===== src/rtl/pressure_pkg.sv =====
// Shared definitions for the pressure-sensor slider front end.
package pressure_pkg;

    localparam int DEBOUNCE_CYCLES_DEF = 120000;
    localparam int N_CH_DEF            = 3;
    localparam int CNT_W_DEF           = 32;

    // Per-channel debounce state: settled, or a different level is being timed.
    typedef enum logic {
        STABLE  = 1'b0,
        PENDING = 1'b1
    } ch_state_e;

endpackage


===== src/rtl/slider_debounce_ch.sv =====
// One slider channel: 2-FF synchroniser, debounce FSM with hold counter,
// debounced level register and registered rise/fall pulses.
module slider_debounce_ch
    import pressure_pkg::*;
#(
    parameter int DEBOUNCE_CYCLES = DEBOUNCE_CYCLES_DEF
) (
    input  logic clk,
    input  logic rst_n,
    input  logic raw,
    output logic clean,
    output logic rise,
    output logic fall
);

    localparam int DB_W = $clog2(DEBOUNCE_CYCLES);
    localparam logic [DB_W-1:0] DB_LAST = DB_W'(DEBOUNCE_CYCLES - 1);

    logic            sync1_reg;
    logic            sync2_reg;
    ch_state_e       state_reg, state_next;
    logic [DB_W-1:0] db_cnt_reg, db_cnt_next;
    logic            clean_reg, clean_next;
    logic            rise_reg, rise_next;
    logic            fall_reg, fall_next;

    // Two-stage synchroniser for the asynchronous pin.
    always_ff @(posedge clk or negedge rst_n) begin
        if (!rst_n) begin
            sync1_reg <= 1'b0;
            sync2_reg <= 1'b0;
        end else begin
            sync1_reg <= raw;
            sync2_reg <= sync1_reg;
        end
    end

    // FSM, hold counter, debounced level and pulse registers.
    always_ff @(posedge clk or negedge rst_n) begin
        if (!rst_n) begin
            state_reg  <= STABLE;
            db_cnt_reg <= '0;
            clean_reg  <= 1'b0;
            rise_reg   <= 1'b0;
            fall_reg   <= 1'b0;
        end else begin
            state_reg  <= state_next;
            db_cnt_reg <= db_cnt_next;
            clean_reg  <= clean_next;
            rise_reg   <= rise_next;
            fall_reg   <= fall_next;
        end
    end

    // Next-state: time how long the synchronised level differs from the
    // accepted one; a return to the accepted level cancels the change.
    always_comb begin
        state_next  = state_reg;
        db_cnt_next = db_cnt_reg;
        clean_next  = clean_reg;
        rise_next   = 1'b0;
        fall_next   = 1'b0;
        case (state_reg)
            STABLE: begin
                db_cnt_next = '0;
                if (sync2_reg != clean_reg) begin
                    state_next  = PENDING;
                    db_cnt_next = DB_W'(1);
                end
            end
            PENDING: begin
                if (sync2_reg == clean_reg) begin
                    state_next  = STABLE;
                    db_cnt_next = '0;
                end else if (db_cnt_reg == DB_LAST) begin
                    clean_next  = sync2_reg;
                    rise_next   = sync2_reg;
                    fall_next   = ~sync2_reg;
                    state_next  = STABLE;
                    db_cnt_next = '0;
                end else begin
                    db_cnt_next = db_cnt_reg + DB_W'(1);
                end
            end
            default: begin
                state_next  = STABLE;
                db_cnt_next = '0;
            end
        endcase
    end

    assign clean = clean_reg;
    assign rise  = rise_reg;
    assign fall  = fall_reg;

endmodule


===== src/rtl/slider_conditioner.sv =====
// Slider front end: per-channel debounce, channel-0 press counter and a
// popcount of currently active sliders.
module slider_conditioner
    import pressure_pkg::*;
#(
    parameter int N_CH            = N_CH_DEF,
    parameter int DEBOUNCE_CYCLES = DEBOUNCE_CYCLES_DEF,
    parameter int CNT_W           = CNT_W_DEF
) (
    input  logic                       clk,
    input  logic                       rst_n,
    input  logic [N_CH-1:0]            slider_raw,
    input  logic                       clr_cnt,
    output logic [N_CH-1:0]            slider_clean,
    output logic [N_CH-1:0]            rise_pulse,
    output logic [N_CH-1:0]            fall_pulse,
    output logic [CNT_W-1:0]           press_cnt,
    output logic [$clog2(N_CH+1)-1:0]  active_cnt
);

    localparam int ACT_W = $clog2(N_CH + 1);

    logic [CNT_W-1:0] press_cnt_reg;

    genvar gi;
    generate
        for (gi = 0; gi < N_CH; gi++) begin : g_ch
            slider_debounce_ch #(
                .DEBOUNCE_CYCLES(DEBOUNCE_CYCLES)
            ) u_ch (
                .clk  (clk),
                .rst_n(rst_n),
                .raw  (slider_raw[gi]),
                .clean(slider_clean[gi]),
                .rise (rise_pulse[gi]),
                .fall (fall_pulse[gi])
            );
        end
    endgenerate

    // Press counter follows the registered rise pulse; clear has priority.
    always_ff @(posedge clk or negedge rst_n) begin
        if (!rst_n) begin
            press_cnt_reg <= '0;
        end else if (clr_cnt) begin
            press_cnt_reg <= '0;
        end else if (rise_pulse[0]) begin
            press_cnt_reg <= press_cnt_reg + CNT_W'(1);
        end
    end

    // Popcount of the registered clean levels, so it cannot glitch.
    always_comb begin
        active_cnt = '0;
        for (int i = 0; i < N_CH; i++) begin
            active_cnt = active_cnt + ACT_W'(slider_clean[i]);
        end
    end

    assign press_cnt = press_cnt_reg;

endmodule


===== config.mk =====
export PLATFORM = sky130hd
export DESIGN_NAME = slider_conditioner
export DESIGN_NICKNAME = d
export VERILOG_FILES = /design/src/rtl/pressure_pkg.sv /design/src/rtl/slider_debounce_ch.sv /design/src/rtl/slider_conditioner.sv
export SDC_FILE = /design/constraint.sdc
export NUM_CORES = 1
export LEC_CHECK = 0
export ABC_AREA = 1
export ABC_CLOCK_PERIOD_IN_PS = 1300
export BUFFER_PORTS_ARGS = -buffer_cell sky130_fd_sc_hd__clkbuf_2
export CAP_MARGIN = 40
export CORE_MARGIN = 4
export CORE_UTILIZATION = 30
export DETAILED_ROUTE_END_ITERATION = 7
export PLACE_DENSITY = 0.57
export SYNTH_ARGS = -nofsm -noshare
export SYNTH_HDL_FRONTEND = slang
export SYNTH_HIERARCHICAL = 1
export SYNTH_SLANG_ARGS = --single-unit

===== constraint.sdc =====
create_clock -name clk -period 1.3 [get_ports clk]
set_input_delay 0.26 -clock clk [delete_from_list [all_inputs] [get_ports clk]]
set_output_delay 0.26 -clock clk [all_outputs]
set_load 0.05 [all_outputs]

==> reports/results.tsv, run 1 <==
metric	value	unit
row count	49	
largest net degree at the start of global routing	31	
drt wl/cell	14.1	um
number of synthesized flops with an enable pin	0	
initial antenna violation count	0	
Area after DPL	6940	sq um
clock root buffer	clkbuf_16	
Synth Net Count	772	
WS Path Type	register to output port	
Switch Pwr	1.74	mW
worst hold path class	input pin to register	
register area share after synthesis	44.6	%
startpoint types	register	
cell area after synthesis	5670	sq um
total track usage	14.4	%
outcome	finished, violations left	
Power, Total	7.01	mW
Final nets	964	
Setup TNS	-5.02	ns
CTS Sinks	101	
Hold Violations, Final	0	
Internal Power	5.27	mW
share of layout cells above drive strength 1	50.0	%
final setup fails	97	
clk slew on worst S/H paths	0.07	ns
drt pass-1 iters	4	
Primary FF master, synth	dfrtp_1	
WL final	16700	um
HPWL after detailed placement	10600	um
post-route clock period utilization	136	%
Logic pwr share	9.9	%
Seq pwr share	46.2	%
vias	5566	
Distinct cells, synth	29	
Clk Latency, worst-skew pair	0.35	ns
I/O pins	49	
count leader, synth	nand2_1	
fmax	567	MHz
# DRC	0	
Slew headroom	79.4	%
Ys Warns	6	
top post-synthesis cells by count	nand2_1 (169), nor2_1 (165), dfrtp_1 (101), inv_1 (91), nand3_1 (67)	
top-area cell type share of the netlist area	44.6	%
Design Area, Final	9520	sq um
gpl congestion	0.885	
P_leak	3.92	nW
Post-Synthesis Cells	761	
port bufs	48	
crit path DAT	1.50	ns
drt first-iter violations	288	
Slew Limit Fails	0	
grt ovf	0	
unrepaired setup endpoints after global routing	yes	
WHS	0.0217	ns
R2R Setup Slk	-0.17	ns
Max clock buf depth	2	
Clk pwr share	43.9	%
asr flop ratio synth	100	%
setup ws final	-0.462	ns
CP max FO	2	
antenna viol nets, final	0	
Avg Inst Size Synth	7.44	sq um
Ant. Diodes	0	
Required @ worst endpoint	1.04	ns
Inserted Clock Buffers	9	
max reg flops	51	
worst vdd ir	0.439	mV
vias in the first global route	5258	
Yosys top cell by area	dfrtp_1	
Core Box Area	18300	sq um
filler cell count	1565	
P per Cell Area	736	nW/um^2
largest cells by area after synthesis	dfrtp_1 (45%), nand2_1 (11%), nor2_1 (11%), inv_1 (6.0%), nand3_1 (5.9%)	
overall die height	145	um
failing checks	negative setup slack	
H-tree levels	3	
global-route wire length before repair	25500	um
die area	21100	sq um
Worst Max-Slew Pin Slew	0.309	ns
crit end category	output port	
die width	145	um
Finished Layout Cells	1187	
Max Cap Viol	0	
Starting Density	31.0	%
CTS tree	done	
Worst Skew	0.0115	ns
via/cell ratio	4.69	
Yosys reg bits	101	
area growth from synthesis to layout	68.0	%
Switching Fraction	24.8	%
crit path time final	1.76	ns
DP Cell Count	1110	
[path summary, 6_finish.rpt]
| check | start | end | cells past startpoint |
|---|---|---|---|
| max reg2reg | press_cnt[1] | press_cnt[18] | 8 |
| min in group asynchronous | rst_n | g_ch[1].u_ch/db_cnt_reg[16] | 2 |
| min | slider_raw[2] | g_ch[2].u_ch/sync1_reg | 1 |
| max | g_ch[2].u_ch/clean | active_cnt[0] | 2 |
| max in group asynchronous | rst_n | g_ch[0].u_ch/db_cnt_reg[10] | 3 |
| min reg2reg | g_ch[0].u_ch/sync1_reg | g_ch[0].u_ch/sync2_reg | 0 |
[placed cells by master (no fill, tap or decap), types with 13 or more instances in the layout]
| cell | n |
|---|---|
| nor2_2 | 40 |
| dfrtp_1 | 55 |
| nand3_2 | 23 |
| buf_6 | 43 |
| a21oi_1 | 18 |
| nand3_1 | 31 |
| clkbuf_16 | 30 |
| nand2_1 | 130 |
| nand3_4 | 16 |
| buf_4 | 90 |
| o21ai_1 | 13 |
| nand4_1 | 14 |
| nor2_4 | 47 |
| inv_1 | 81 |
| dfrtp_2 | 46 |
| nor2_1 | 99 |
| nand2_2 | 34 |
[kinds of logic after synthesis]
logic type,share of synthesized area [%]
simple gates,37.5
xor+xnor,3.86
fa+ha+maj,1.24
flops,44.6
buf+inv,7.20
compound gates,5.54
[metal layers]
metal	global-route usage (%)	wire, um
met1	19.0	7350
met2	24.1	8670
met3	2.83	450
met4	3.94	252
met5	0	0
[repair_timing]
item | 4_1_cts | 5_1_grt
resized for setup | 186 | 228
gates cloned | 3 | 0
hold buffers | 2 | 1
setup endpoints to repair | 111 | 125
hold endpoints to repair | 70 | 1
pin swaps | 36 | 93
setup buffers | 28 | 32
[cell type report]
class / count / area, sq um / area share [%]
Inverter: 91 / 357 / 3.75
Sequential cell: 101 / 2580 / 27.2
Clock buffer: 11 / 243 / 2.55
Clock inverter: 5 / 91.3 / 0.960
Timing Repair Buffer: 184 / 2050 / 21.5
Tap cell: 229 / 287 / 3.01
Multi-Input combinational cell: 566 / 3910 / 41.1
[per-stage QoR]
stage                     setup WS, ns  utilization (%)
after CTS                       -0.493             46.2
after floorplan                 -0.253                -
after global routing            -0.509             52.1
after detailed placement        -0.182             38.0
final                           -0.462             52.1
after global placement          -0.188             38.0
[power by group through the flow]
stage,Combinational (mW),Sequential [mW],Clock [mW]
6_report,0.691,3.24,3.08
5_1_grt,0.752,3.24,3.28
3_5_place_dp,0.410,3.28,0
4_1_cts,0.494,3.23,3.16
3_3_place_gp,0.407,3.27,0
2_1_floorplan,0.203,3.28,0
[critical path: stages, from the launching register on]
cell and delay, ns:
dfrtp_2 0.42, fa_2 0.58, buf_8 0.14
No activity file was read; power rests on OpenSTA's default activity.
==> run 2, diff against run 1 <==
--- a/config.mk
+++ b/config.mk
@@ -12,6 +12,8 @@
 export CORE_MARGIN = 4
 export CORE_UTILIZATION = 30
 export DETAILED_ROUTE_END_ITERATION = 7
+export GPL_TIMING_DRIVEN = 0
+export MAX_ROUTING_LAYER = met4
 export PLACE_DENSITY = 0.57
 export SYNTH_ARGS = -nofsm -noshare
 export SYNTH_HDL_FRONTEND = slang
==> run 2 against run 1 <==
Against the previous run:
- the run ends with negative hold slack, negative setup slack left
- critical path depth did not move
- sequential share of layout area is 2.7 points higher
- combinational power is 2% lower
- first-iteration DRC count up 3.5%
- cell count down 3.9%
- critical endpoint unchanged
- largest power group unchanged
==> reports/results.tsv, run 2 (synthesis results as in run 1) <==
metric	value	unit
Max Cap Viol	0	
die width	145	um
total track usage	14.7	%
HPWL after detailed placement	9800	um
Crit Reg-Reg Startpoint	press_cnt[1]	
setup ws final	-0.463	ns
vias	5438	
Crit. Startpoint	g_ch[1].u_ch/clean	
fmax	567	MHz
max incr delay on CP	0.56	ns
Final nets	918	
WS Path Type	register to output port	
clock root buffer	clkbuf_16	
final setup fails	98	
critical-path cell list	fa_2 -> buf_8	
Power, Total	6.55	mW
drt wl/cell	14.1	um
Required @ worst endpoint	1.04	ns
clk slew on worst S/H paths	0.07	ns
Hold Violations, Final	1	
Inserted Clock Buffers	9	
commonest non-fill, non-tap cell in the layout	nand2_1	
CTS Sinks	101	
die area	21100	sq um
CP max FO	2	
unrepaired setup endpoints after global routing	yes	
antenna viol nets, final	0	
drt first-iter violations	298	
overall die height	145	um
worst hold path class	input pin to async pin	
Critical Path Slowest Stage Cell	fa_2	
failing checks	negative hold slack, negative setup slack	
vias in the first global route	5024	
r2r endpoint	press_cnt[18]	
Design Area, Final	8650	sq um
global-route wire length before repair	25100	um
crit end category	output port	
Slew Limit Fails	0	
via/cell ratio	4.77	
largest net degree at the start of global routing	102	
worst vdd ir	0.518	mV
Worst Skew	0.00492	ns
Starting Density	31.0	%
share of layout cells above drive strength 1	44.4	%
Setup TNS	-10.80	ns
crit path DAT	1.50	ns
startpoint types	register	
Finished Layout Cells	1141	
DP Cell Count	1038	
outcome	finished, violations left	
Ant. Diodes	0	
row count	49	
Max clock buf depth	2	
P_leak	3.59	nW
filler cell count	1643	
gpl congestion	0.910	
WL final	16100	um
P per Cell Area	757	nW/um^2
worst r2r path cells	8	
Core Box Area	18300	sq um
port bufs	48	
# DRC	0	
Clk Latency, worst-skew pair	0.35	ns
post-route clock period utilization	136	%
H-tree levels	3	
initial antenna violation count	0	
WHS	-0.00882	ns
CTS tree	done	
commonest cells after routing, fill and taps aside	nand2_1 (143), nor2_1 (105), inv_1 (80)	
Worst Max-Slew Pin Slew	0.822	ns
I/O pins	49	
Area after DPL	6360	sq um
max reg flops	51	
crit path capture	active_cnt[0]	
Slew headroom	45.2	%
R2R Setup Slk	-0.23	ns
drt pass-1 iters	5	
crit path time final	1.76	ns
area growth from synthesis to layout	52.7	%
grt ovf	0	
## run 2: cell types whose count changed in the layout (fill, tap and decap cells not counted), moves of 7 or more
cell | previous run | this run
nand2_2 | 34 | 20
clkbuf_16 | 30 | 11
nand2_1 | 130 | 143
buf_4 | 90 | 54
buf_12 | 9 | 2
buf_8 | 2 | 14
## run 2: how the worst min path moves through the flow
stage | to | slack, ns | from
final | g_ch[1].u_ch/db_cnt_reg[16] | -0.009 | rst_n
after CTS | g_ch[2].u_ch/sync1_reg | 0.01 | slider_raw[2]
after global placement | g_ch[1].u_ch/sync2_reg | 0.33 | g_ch[1].u_ch/sync1_reg
after detailed placement | g_ch[0].u_ch/sync2_reg | 0.34 | g_ch[0].u_ch/sync1_reg
after floorplan | g_ch[0].u_ch/clean | -0.04 | rst_n
after global routing | g_ch[2].u_ch/sync1_reg | 0.01 | slider_raw[2]
## run 2: power by group
group	total, mW	leakage [nW]	internal, mW	switching, mW
logic	0.674	2.14	0.318	0.357
registers	3.24	1.31	3.19	0.0506
clock network	2.63	0.140	1.41	1.23
total	6.55	3.59	4.91	1.63
## run 2: what timing repair did
item | in CTS | in global routing
setup endpoints to repair | 119 | 117
endpoints found under the hold margin | 2 | 0
resized for setup | 173 | 187
pin swaps | 51 | 66
hold buffers | 2 | 0
cloned | 3 | 0
setup buffers | 51 | 35
## run 2: through the flow
step	hold slack (ns)	utilization (%)	worst slack (ns)
after floorplan	-0.0356	-	-0.253
final	-0.00882	47.3	-0.463
after detailed placement	0.337	34.8	-0.226
after global placement	0.331	34.8	-1.71
after CTS	0.0114	42.8	-0.491
after global routing	0.0145	47.3	-0.497
## run 2: critical path, delay by kind of cell (launching register included)
kind | cells | cell delay [ns]
buffers and inverters | 1 | 0.15
adders and majority gates | 1 | 0.56
DFF | 1 | 0.44
## run 2: final cells by class
type                    instances  area [sq um]  area share (%)
clock buffers                  13           260            3.01
multi-input cells             563          3700            42.8
flip-flops and latches        101          2580            29.9
plain buffers                   6          66.3           0.767
well taps                     229           287            3.31
inverters                      91           349            4.04
clock inverters                 3          18.8           0.217
repair buffers                135          1390            16.0
## run 2: routing by layer
layer	vias up	track usage (%)	share of wire [%]
met5	-	-	0
met4	0	4.65	1.7
met3	24	2.80	3.6
met2	121	23.5	50
met1	2584	18.9	44
li1	2709	-	-
